===== config.mk =====
export PLATFORM = sky130hd
export DESIGN_NAME = mul_arbiter
export DESIGN_NICKNAME = d
export VERILOG_FILES = /design/src/rtl/mul_arbiter_pkg.sv /design/src/rtl/mul_4to2_tree.sv /design/src/rtl/mul_arbiter.sv
export SDC_FILE = /design/constraint.sdc
export NUM_CORES = 1
export LEC_CHECK = 0
export CAP_MARGIN = 20
export CORE_MARGIN = 2
export CORE_UTILIZATION = 55
export DETAILED_ROUTE_END_ITERATION = 16
export DONT_BUFFER_PORTS = 1
export PLACE_DENSITY = 0.78
export SETUP_SLACK_MARGIN = 0.2
export SYNTH_ARGS = -nofsm -noshare
export SYNTH_HDL_FRONTEND = slang
export SYNTH_HIERARCHICAL = 1
export SYNTH_SLANG_ARGS = --single-unit

===== constraint.sdc =====
create_clock -name clk -period 6.8 [get_ports clk]
set_input_delay 1.36 -clock clk [delete_from_list [all_inputs] [get_ports clk]]
set_output_delay 1.36 -clock clk [all_outputs]
set_load 0.02 [all_outputs]

===== src/rtl/mul_arbiter_pkg.sv =====
// Shared constants and pipeline stage payloads for the round-robin multiplier arbiter.
package mul_arbiter_pkg;

    localparam int unsigned NUM_REQ_DEF  = 4;
    localparam int unsigned DATA_LEN_DEF = 8;
    localparam int unsigned RES_W        = 2 * DATA_LEN_DEF;
    localparam int unsigned ID_W         = (NUM_REQ_DEF > 1) ? $clog2(NUM_REQ_DEF) : 1;

    // Stage 1: captured request operands and owner id
    typedef struct packed {
        logic                    valid;
        logic [ID_W-1:0]         id;
        logic [DATA_LEN_DEF-1:0] op1;
        logic [DATA_LEN_DEF-1:0] op2;
    } s1_t;

    // Stage 2: finished product and owner id
    typedef struct packed {
        logic             valid;
        logic [ID_W-1:0]  id;
        logic [RES_W-1:0] product;
    } s2_t;

endpackage


===== src/rtl/mul_4to2_tree.sv =====
// Combinational unsigned multiplier: partial products reduced by 4:2 compressors, one final add.
module mul_4to2_tree #(
    parameter int unsigned DATA_LEN = 8
) (
    input  logic [DATA_LEN-1:0]   i_op1,
    input  logic [DATA_LEN-1:0]   i_op2,
    output logic [2*DATA_LEN-1:0] o_product
);

    localparam int unsigned RES_W  = 2 * DATA_LEN;
    // Partial-product count padded to whole compressor groups; padding rows stay zero
    localparam int unsigned NPP    = ((DATA_LEN + 3) / 4) * 4;
    localparam int unsigned LEVELS = (NPP > 1) ? $clog2(NPP) : 1;

    logic [RES_W-1:0] w_cur [NPP];
    logic [RES_W-1:0] w_nxt [NPP];

    // 3:2 carry-save adder; returns {carry, sum}, sum+carry equals a+b+c modulo 2^RES_W
    function automatic logic [2*RES_W-1:0] csa(input logic [RES_W-1:0] a,
                                               input logic [RES_W-1:0] b,
                                               input logic [RES_W-1:0] c);
        logic [RES_W-1:0] carry;
        carry = ((a & b) | (a & c) | (b & c)) << 1;
        return {carry, a ^ b ^ c};
    endfunction

    // 4:2 compressor built from two chained carry-save adders
    function automatic logic [2*RES_W-1:0] cmp42(input logic [RES_W-1:0] a,
                                                 input logic [RES_W-1:0] b,
                                                 input logic [RES_W-1:0] c,
                                                 input logic [RES_W-1:0] d);
        logic [2*RES_W-1:0] t;
        t = csa(a, b, c);
        return csa(t[RES_W-1:0], t[2*RES_W-1:RES_W], d);
    endfunction

    // Build partial products, then halve the row count per level; extra levels see zero rows
    always_comb begin
        for (int i = 0; i < int'(NPP); i++) begin
            w_cur[i] = '0;
            w_nxt[i] = '0;
        end
        for (int i = 0; i < int'(DATA_LEN); i++) begin
            w_cur[i] = i_op2[i] ? (RES_W'(i_op1) << i) : '0;
        end
        for (int lvl = 0; lvl < int'(LEVELS); lvl++) begin
            for (int i = 0; i < int'(NPP); i++) begin
                w_nxt[i] = '0;
            end
            for (int g = 0; g < int'(NPP / 4); g++) begin
                {w_nxt[2*g+1], w_nxt[2*g]} = cmp42(w_cur[4*g], w_cur[4*g+1],
                                                   w_cur[4*g+2], w_cur[4*g+3]);
            end
            for (int i = 0; i < int'(NPP); i++) begin
                w_cur[i] = w_nxt[i];
            end
        end
        o_product = w_cur[0] + w_cur[1];
    end

endmodule


===== src/rtl/mul_arbiter.sv =====
// Round-robin arbiter feeding a two-stage multiply pipeline with ready/valid on both sides.
module mul_arbiter
    import mul_arbiter_pkg::*;
#(
    parameter int unsigned NUM_REQ  = NUM_REQ_DEF,
    parameter int unsigned DATA_LEN = DATA_LEN_DEF
) (
    input  logic                               clk,
    input  logic                               rst,
    input  logic [NUM_REQ-1:0]                 req_valid,
    output logic [NUM_REQ-1:0]                 req_ready,
    input  logic [NUM_REQ-1:0][DATA_LEN-1:0]   req_op1,
    input  logic [NUM_REQ-1:0][DATA_LEN-1:0]   req_op2,
    output logic                               res_valid,
    input  logic                               res_ready,
    output logic [ID_W-1:0]                    res_id,
    output logic [2*DATA_LEN-1:0]              res_product,
    output logic                               busy
);

    // Stage payload structs are sized from the package defaults; parameters must match them.

    s1_t              r_s1;
    s2_t              r_s2;
    logic [ID_W-1:0]  r_last_grant;

    logic             w_s2_out;
    logic             w_s2_load;
    logic             w_s1_adv;
    logic             w_s1_load;
    logic             w_grant_ok;
    logic [ID_W-1:0]  w_grant_id;
    logic [ID_W-1:0]  w_idx;
    logic             w_xfer;
    logic [RES_W-1:0] w_product;

    assign w_s2_out  = r_s2.valid & res_ready;
    assign w_s2_load = ~r_s2.valid | w_s2_out;
    assign w_s1_adv  = r_s1.valid & w_s2_load;
    assign w_s1_load = ~r_s1.valid | w_s1_adv;

    // Round-robin search starting one past the last granted requester
    always_comb begin
        w_grant_ok = 1'b0;
        w_grant_id = '0;
        w_idx      = '0;
        for (int k = 1; k <= int'(NUM_REQ); k++) begin
            w_idx = ID_W'((int'(r_last_grant) + k) % int'(NUM_REQ));
            if (!w_grant_ok && req_valid[w_idx]) begin
                w_grant_ok = 1'b1;
                w_grant_id = w_idx;
            end
        end
    end

    // Offer a single grant only when stage 1 can accept this cycle
    always_comb begin
        req_ready = '0;
        if (!rst && w_s1_load && w_grant_ok) begin
            req_ready[w_grant_id] = 1'b1;
        end
    end

    assign w_xfer = |(req_valid & req_ready);

    mul_4to2_tree #(
        .DATA_LEN (DATA_LEN)
    ) u_mul (
        .i_op1     (r_s1.op1),
        .i_op2     (r_s1.op2),
        .o_product (w_product)
    );

    // Pipeline stages and round-robin pointer; pointer moves only on an accepted request
    always_ff @(posedge clk) begin
        if (rst) begin
            r_s1         <= '0;
            r_s2         <= '0;
            r_last_grant <= ID_W'(NUM_REQ - 1);
        end else begin
            if (w_s2_load) begin
                r_s2.valid <= r_s1.valid;
                if (r_s1.valid) begin
                    r_s2.id      <= r_s1.id;
                    r_s2.product <= w_product;
                end
            end
            if (w_s1_load) begin
                r_s1.valid <= w_xfer;
                if (w_xfer) begin
                    r_s1.id      <= w_grant_id;
                    r_s1.op1     <= req_op1[w_grant_id];
                    r_s1.op2     <= req_op2[w_grant_id];
                    r_last_grant <= w_grant_id;
                end
            end
        end
    end

    assign res_valid   = r_s2.valid;
    assign res_id      = r_s2.id;
    assign res_product = r_s2.product;
    assign busy        = r_s1.valid | r_s2.valid;

endmodule


### Word level (Yosys, flattened, before mapping)

Index checks and enable logic that the tools add are counted.

* output and inout bits: 24
* latch bits: 0
* register bits: 40
* bits in read-only memories: 0
* RAM bits: 0
* memories: 0

* bitwise logic cells: 54
* reduce and logical (&&, ||, !) cells: 13
* multipliers: 0
* eq/ne operators: 0
* add/subtract/negate cells: 5
* order comparisons: 6
* mux-type cells: 31
* shifts and indexed selects: 0
* divide/modulo/power cells: 0

Operator list (count)
* 15-bit bitwise AND: 20
* 15-bit bitwise OR: 12
* 16-bit bitwise XOR: 10
* 8-bit binary-select mux with 2-bit select: 2
* 8-bit two-way mux: 3
* 16-bit adder: 1
* 16-bit by 10-bit bitwise XOR with 16-bit output: 1
* 16-bit by 11-bit bitwise XOR with 16-bit output: 1
* 16-bit by 14-bit bitwise XOR with 16-bit output: 1
* 16-bit by 15-bit bitwise XOR with 16-bit output: 1
* 2-bit by 3-bit less-than comparator with 1-bit output, second input constant: 5
* 15-bit two-way mux: 1
* 14-bit two-way mux: 1
* 13-bit two-way mux: 1
* 12-bit two-way mux: 1
* 11-bit two-way mux: 1
* 10-bit two-way mux: 1
* 1-bit two-way mux: 9
* 9-bit two-way mux: 1
* 1-bit binary-select mux with 2-bit select: 4
* 2-bit two-way mux: 4
* 1-bit logical AND: 6
* 2-bit by 1-bit adder with 2-bit output, second input constant: 2
* 2-bit adder, second input constant: 2
* 10 further kinds: 18

### Logic depth before layout (Yosys ltp)

* depth after elaboration: 21
* mapped depth: 19
* mapped depth without buffers: 18

### Hierarchy

Netlist, hierarchy kept.

Modules (own cells, without submodules)
* mul_arbiter: area each 1960.6 sq um, times used 1, cells an instance 242
* mul_4to2_tree: area each 1916.8 sq um, times used 1, cells an instance 204

### Least setup slack after synthesis

Ideal clock, no wire load.

* path type: register to register
* start point: register r_s1[11] (netlist bit)
* end point: register r_s2, in the netlist res_product[13]
* arrival time: 4.667 ns
* clock period less this slack: 4.800 ns
* cell stages (with the launch flop): 18
* slack: 2.000 ns
* data required time: 6.668 ns
* library setup time: 0.132 ns
* path through: dfxtp_1 > clkbuf_1 > nand2_1 > fa_1 > fa_1 > fa_1 > fa_1 > inv_1 > ha_1 > ha_1 > ha_1 > fa_1 > a21o_2 > a21oi_2 > o21ai_0 > xor2_1 > nand2_1 > a21oi_1

* cells in the longest elaborated chain, start to end: 16
* elaborated cells on any way between the ends: 55

RTL lines
* from (decl): RTL line mul_arbiter.sv:23 `s1_t r_s1;`
* 8-bit two-way mux (tied with other cells): RTL line mul_4to2_tree.sv:44 `w_cur[i] = i_op2[i] ? (RES_W'(i_op1) << i) : '0;`
* 15-bit bitwise AND: RTL line mul_4to2_tree.sv:23 `carry = ((a & b) | (a & c) | (b & c)) << 1;`
* 15-bit bitwise OR (2 in series): RTL line mul_4to2_tree.sv:23
* 15-bit bitwise AND: RTL line mul_4to2_tree.sv:23
* 15-bit bitwise OR (2 in series): RTL line mul_4to2_tree.sv:23
* 15-bit bitwise AND: RTL line mul_4to2_tree.sv:23
* 15-bit bitwise OR (2 in series): RTL line mul_4to2_tree.sv:23
* 15-bit bitwise AND: RTL line mul_4to2_tree.sv:23
* 15-bit bitwise OR (2 in series): RTL line mul_4to2_tree.sv:23
* 16-bit bitwise XOR / 15-bit bitwise AND (equally long branches) (2 in series): RTL line mul_4to2_tree.sv:24, mul_4to2_tree.sv:23
* 16-bit adder *: RTL line mul_4to2_tree.sv:58 `o_product = w_cur[0] + w_cur[1];`
* via w_product[13]: RTL line mul_arbiter.sv:35 `logic [RES_W-1:0] w_product;`
* to (decl): RTL line mul_arbiter.sv:24 `s2_t r_s2;`

Mark *: on every way through the listed nets, which the timed path passes. The rest lies on a longest branch.
A chain may end at the register's enable or synchronous reset.

### Final worst setup path

* start point: register r_s1[0] (netlist bit)
* end point: register r_s2, in the netlist res_product[13]

* cells in the longest elaborated chain, start to end: 16
* elaborated cells on any way between the ends: 33

RTL lines (RTL line)
* 8-bit two-way mux *: mul_4to2_tree.sv:44
* 15-bit bitwise AND: mul_4to2_tree.sv:23
* 15-bit bitwise OR (2 in series): mul_4to2_tree.sv:23
* 15-bit bitwise AND: mul_4to2_tree.sv:23
* 15-bit bitwise OR (2 in series): mul_4to2_tree.sv:23
* 15-bit bitwise AND: mul_4to2_tree.sv:23
* 15-bit bitwise OR (2 in series): mul_4to2_tree.sv:23
* 15-bit bitwise AND: mul_4to2_tree.sv:23
* 15-bit bitwise OR (2 in series): mul_4to2_tree.sv:23
* 16-bit bitwise XOR / 15-bit bitwise AND (equally long branches) (2 in series): mul_4to2_tree.sv:24, mul_4to2_tree.sv:23
* 16-bit adder *: mul_4to2_tree.sv:58
* via w_product[13]: mul_arbiter.sv:35

Marked as above.

==> out/metrics.cfg <==
[finish]
fill_cells=616
syn_to_final_growth_pct=2.58
stdcell_count=527
n_antenna_cell=0
finalNetCount=579
mostFrequentLayoutCells=96 x nand2_1, 40 x dfxtp_1, 40 x fa_1, 38 x ha_1, 34 x o21ai_0
layout_commonest_cell=nand2_1
drive_above_1_share_pct=6.03

[critical_path]
cp_num_buf_inv=1
crit_family=adder cells
path_common_cell=fa_1
slowest_stage=fa_1
cp-start-kind=register
critPathCaptureType=register
cp_slowest_stage_delay_ns=0.54
worstReg2RegEnd=res_product[13]$_SDFFE_PP0P_
path_cells=nand2_1 -> fa_1 -> fa_1 -> fa_1 -> fa_1 -> inv_1 -> ha_1 -> ha_1 -> ha_1 -> fa_1 -> a21o_2 -> a21oi_2 -> o21ai_0 -> xor2_1 -> nand2_1 -> a21oi_1
crit_type=register to register
worstPathMaxFanout=9
worstReg2RegStart=r_s1[0]$_SDFFE_PP0P_
arrival_ns=5.25
worstRegToRegCells=16
reg2reg_slack_ns=1.76
cp_data_required_time_ns=7.01

[placement]
place_inst=518
gp_congestion=0.861
port_buffers=0
dp_hpwl_um=6740

[clock_network]
post_cts_resized=0
cts_buffers=5
cts_sinks=40
clk_latency_ns=0.28
clk_path_buf_depth=2
root_buffer=clkbuf_8
cts_tree=done
cts_hold_buf=0
cts.clk_slew.worst_paths_ns=0.08
post_cts_buffers=0
htreeDepth=2

[floorplanning]
die_x_um=88.0
core_area_um2=6790
start_util_pct=57.1
ioPinCount=95
dieArea_um2=7740
rows=30
die_y_um=88.0

[pwr]
internal_power_uw=492
power.density_nw_per_um2=198
switching_share_pct=37.4
p_comb_share_pct=36.1
ir_worst_vdd_mv=0.125
pwr-share-seq_pct=40.1
p_leak_nw=1.71
total_power_uw=787
pwr-share-clk_pct=23.8
p_sw_uw=294

[worst_hold_path]
hold_path_end=res_id[0]$_SDFFE_PP0P_
hold_start=r_s1[16]$_SDFFE_PP0P_
hold_depth=2
hold_class=register to register

[status]
outcome=finished clean

[routing]
antenna_left=0
wirelength_um=8350
drtIter0Drc=105
drc=0
first_pass_iters=5
wl_per_cell_um=15.8
avgViaCountPerCell=5.76
vias=3034

[synthesis]
synth_edf_count=0
ys_types=43
syn_avg_cell_area_um2=8.69
synth.cell_area_um2=3880
async_flop_share_pct=0
synthFlopType=dfxtp_1
netlist_top_cells_area=dfxtp_1 21%, fa_1 21%, ha_1 12%
yosysTopAreaCellShare_pct=20.7
synthesis.instances=446
synth_warnings=6
synth_top_area_cell=dfxtp_1
synth-seq-area-share_pct=20.7
synth_fp_nets=595
synth_seq_cells=40

[sta]
finalSetupViolCount=0
slew_headroom_pct=43.2
worstMarginPinSlew_ns=0.852
hold_viol=0
setup_tns_ns=0
grt_setup_unrepaired=false
min_period_ns=5.04
finClkSkew_ns=0.00447
slew_violations=0
timing.final.crit_share_pct=74.1
max_freq_mhz=199

[global_routing]
grtUsageTotal_pct=22.8
antenna_found_initial=0
grt_start_max_net_pins=25
grt_pass1_wl_um=13800
grt_pass1_vias=3019
grt_overflow=0

[flow_run]
drv_cap=0

cell families after synthesis:
family	Yosys count	synth area share (%)
adders and majority gates	78	32.9
AOI/OAI and AO/OA	111	19.6
muxes	1	0.258
DFF	40	20.7
and+or+nand+nor	152	18.2
xor gates and xnor gates	7	1.58
buffers and inverters	57	6.78
tightest hold or removal path: cells and delay by family (launching register included):
family	cells	cell delay, ns
flip-flops	1	0.31
AO/OA/AOI/OAI	1	0.05
AND/OR/NAND/NOR	1	0.05
flip-flops by register name, indices dropped and copies added, names as in the netlist:
register	count
r_s1	19
r_last_grant	2
res_id	2
res_valid	1
res_product	16
power groups by stage:
stage	combinational, mW	clock (mW)	sequential, mW
4_1_cts	0.285	0.193	0.316
5_1_grt	0.328	0.203	0.322
2_1_floorplan	0.242	0	0.304
3_3_place_gp	0.271	0	0.319
6_report	0.284	0.188	0.315
3_5_place_dp	0.275	0	0.321
Yosys cell counts, types with 4 or more instances:
master and count:
a21oi_1 25, fa_1 40, o21ai_0 34, clkbuf_1 12, nor2b_1 5, nor3_1 6, ha_1 38, a31oi_1 16
inv_1 32, dfxtp_1 40, and2_1 25, buf_2 6, nand2_1 96, nor2_1 9, o21ai_1 4, a221oi_2 9
xnor2_1 4, buf_6 4, a221oi_1 8
how the worst max path moves through the flow:
stage               depth (start not counted)  slack, ns                  start                            to
floorplan                                  17       2.00  r_s1[11]$_SDFFE_PP0P_  res_product[13]$_SDFFE_PP0P_
global placement                           16       1.91   r_s1[0]$_SDFFE_PP0P_  res_product[13]$_SDFFE_PP0P_
detailed placement                         16       1.76   r_s1[4]$_SDFFE_PP0P_  res_product[13]$_SDFFE_PP0P_
CTS                                        16       1.73  r_s1[14]$_SDFFE_PP0P_  res_product[13]$_SDFFE_PP0P_
global route                               16       1.56   r_s1[4]$_SDFFE_PP0P_  res_product[13]$_SDFFE_PP0P_
finish                                     16       1.76   r_s1[0]$_SDFFE_PP0P_  res_product[13]$_SDFFE_PP0P_
metal layers:
layer  track usage [%]  share of wire (%)
met2              38.6                 48
met1              30.5                 46
met3              5.18                5.6
met4              4.06               0.55
met5                 0                  0
cell type report:
cell class,instances,area (um^2),area share (%)
Inverter,32,120,3.02
Sequential cell,40,801,20.1
Clock buffer,6,72.6,1.82
Timing Repair Buffer,2,15.0,0.377
Clock inverter,2,35.0,0.881
Tap cell,96,120,3.02
Multi-Input combinational cell,349,2810,70.7
stage by stage:
step                hold WS, ns  util, %  worst slack (ns)  area, um^2
floorplan                 0.432        -              2.00        3880
global placement          0.437     56.9              1.91        3860
detailed placement        0.445     56.9              1.76        3860
CTS                       0.456     58.4              1.73        3970
global route              0.463     58.5              1.56        3980
finish                    0.453     58.5              1.76        3980
Note: power is estimated with default switching activity, not from simulation.
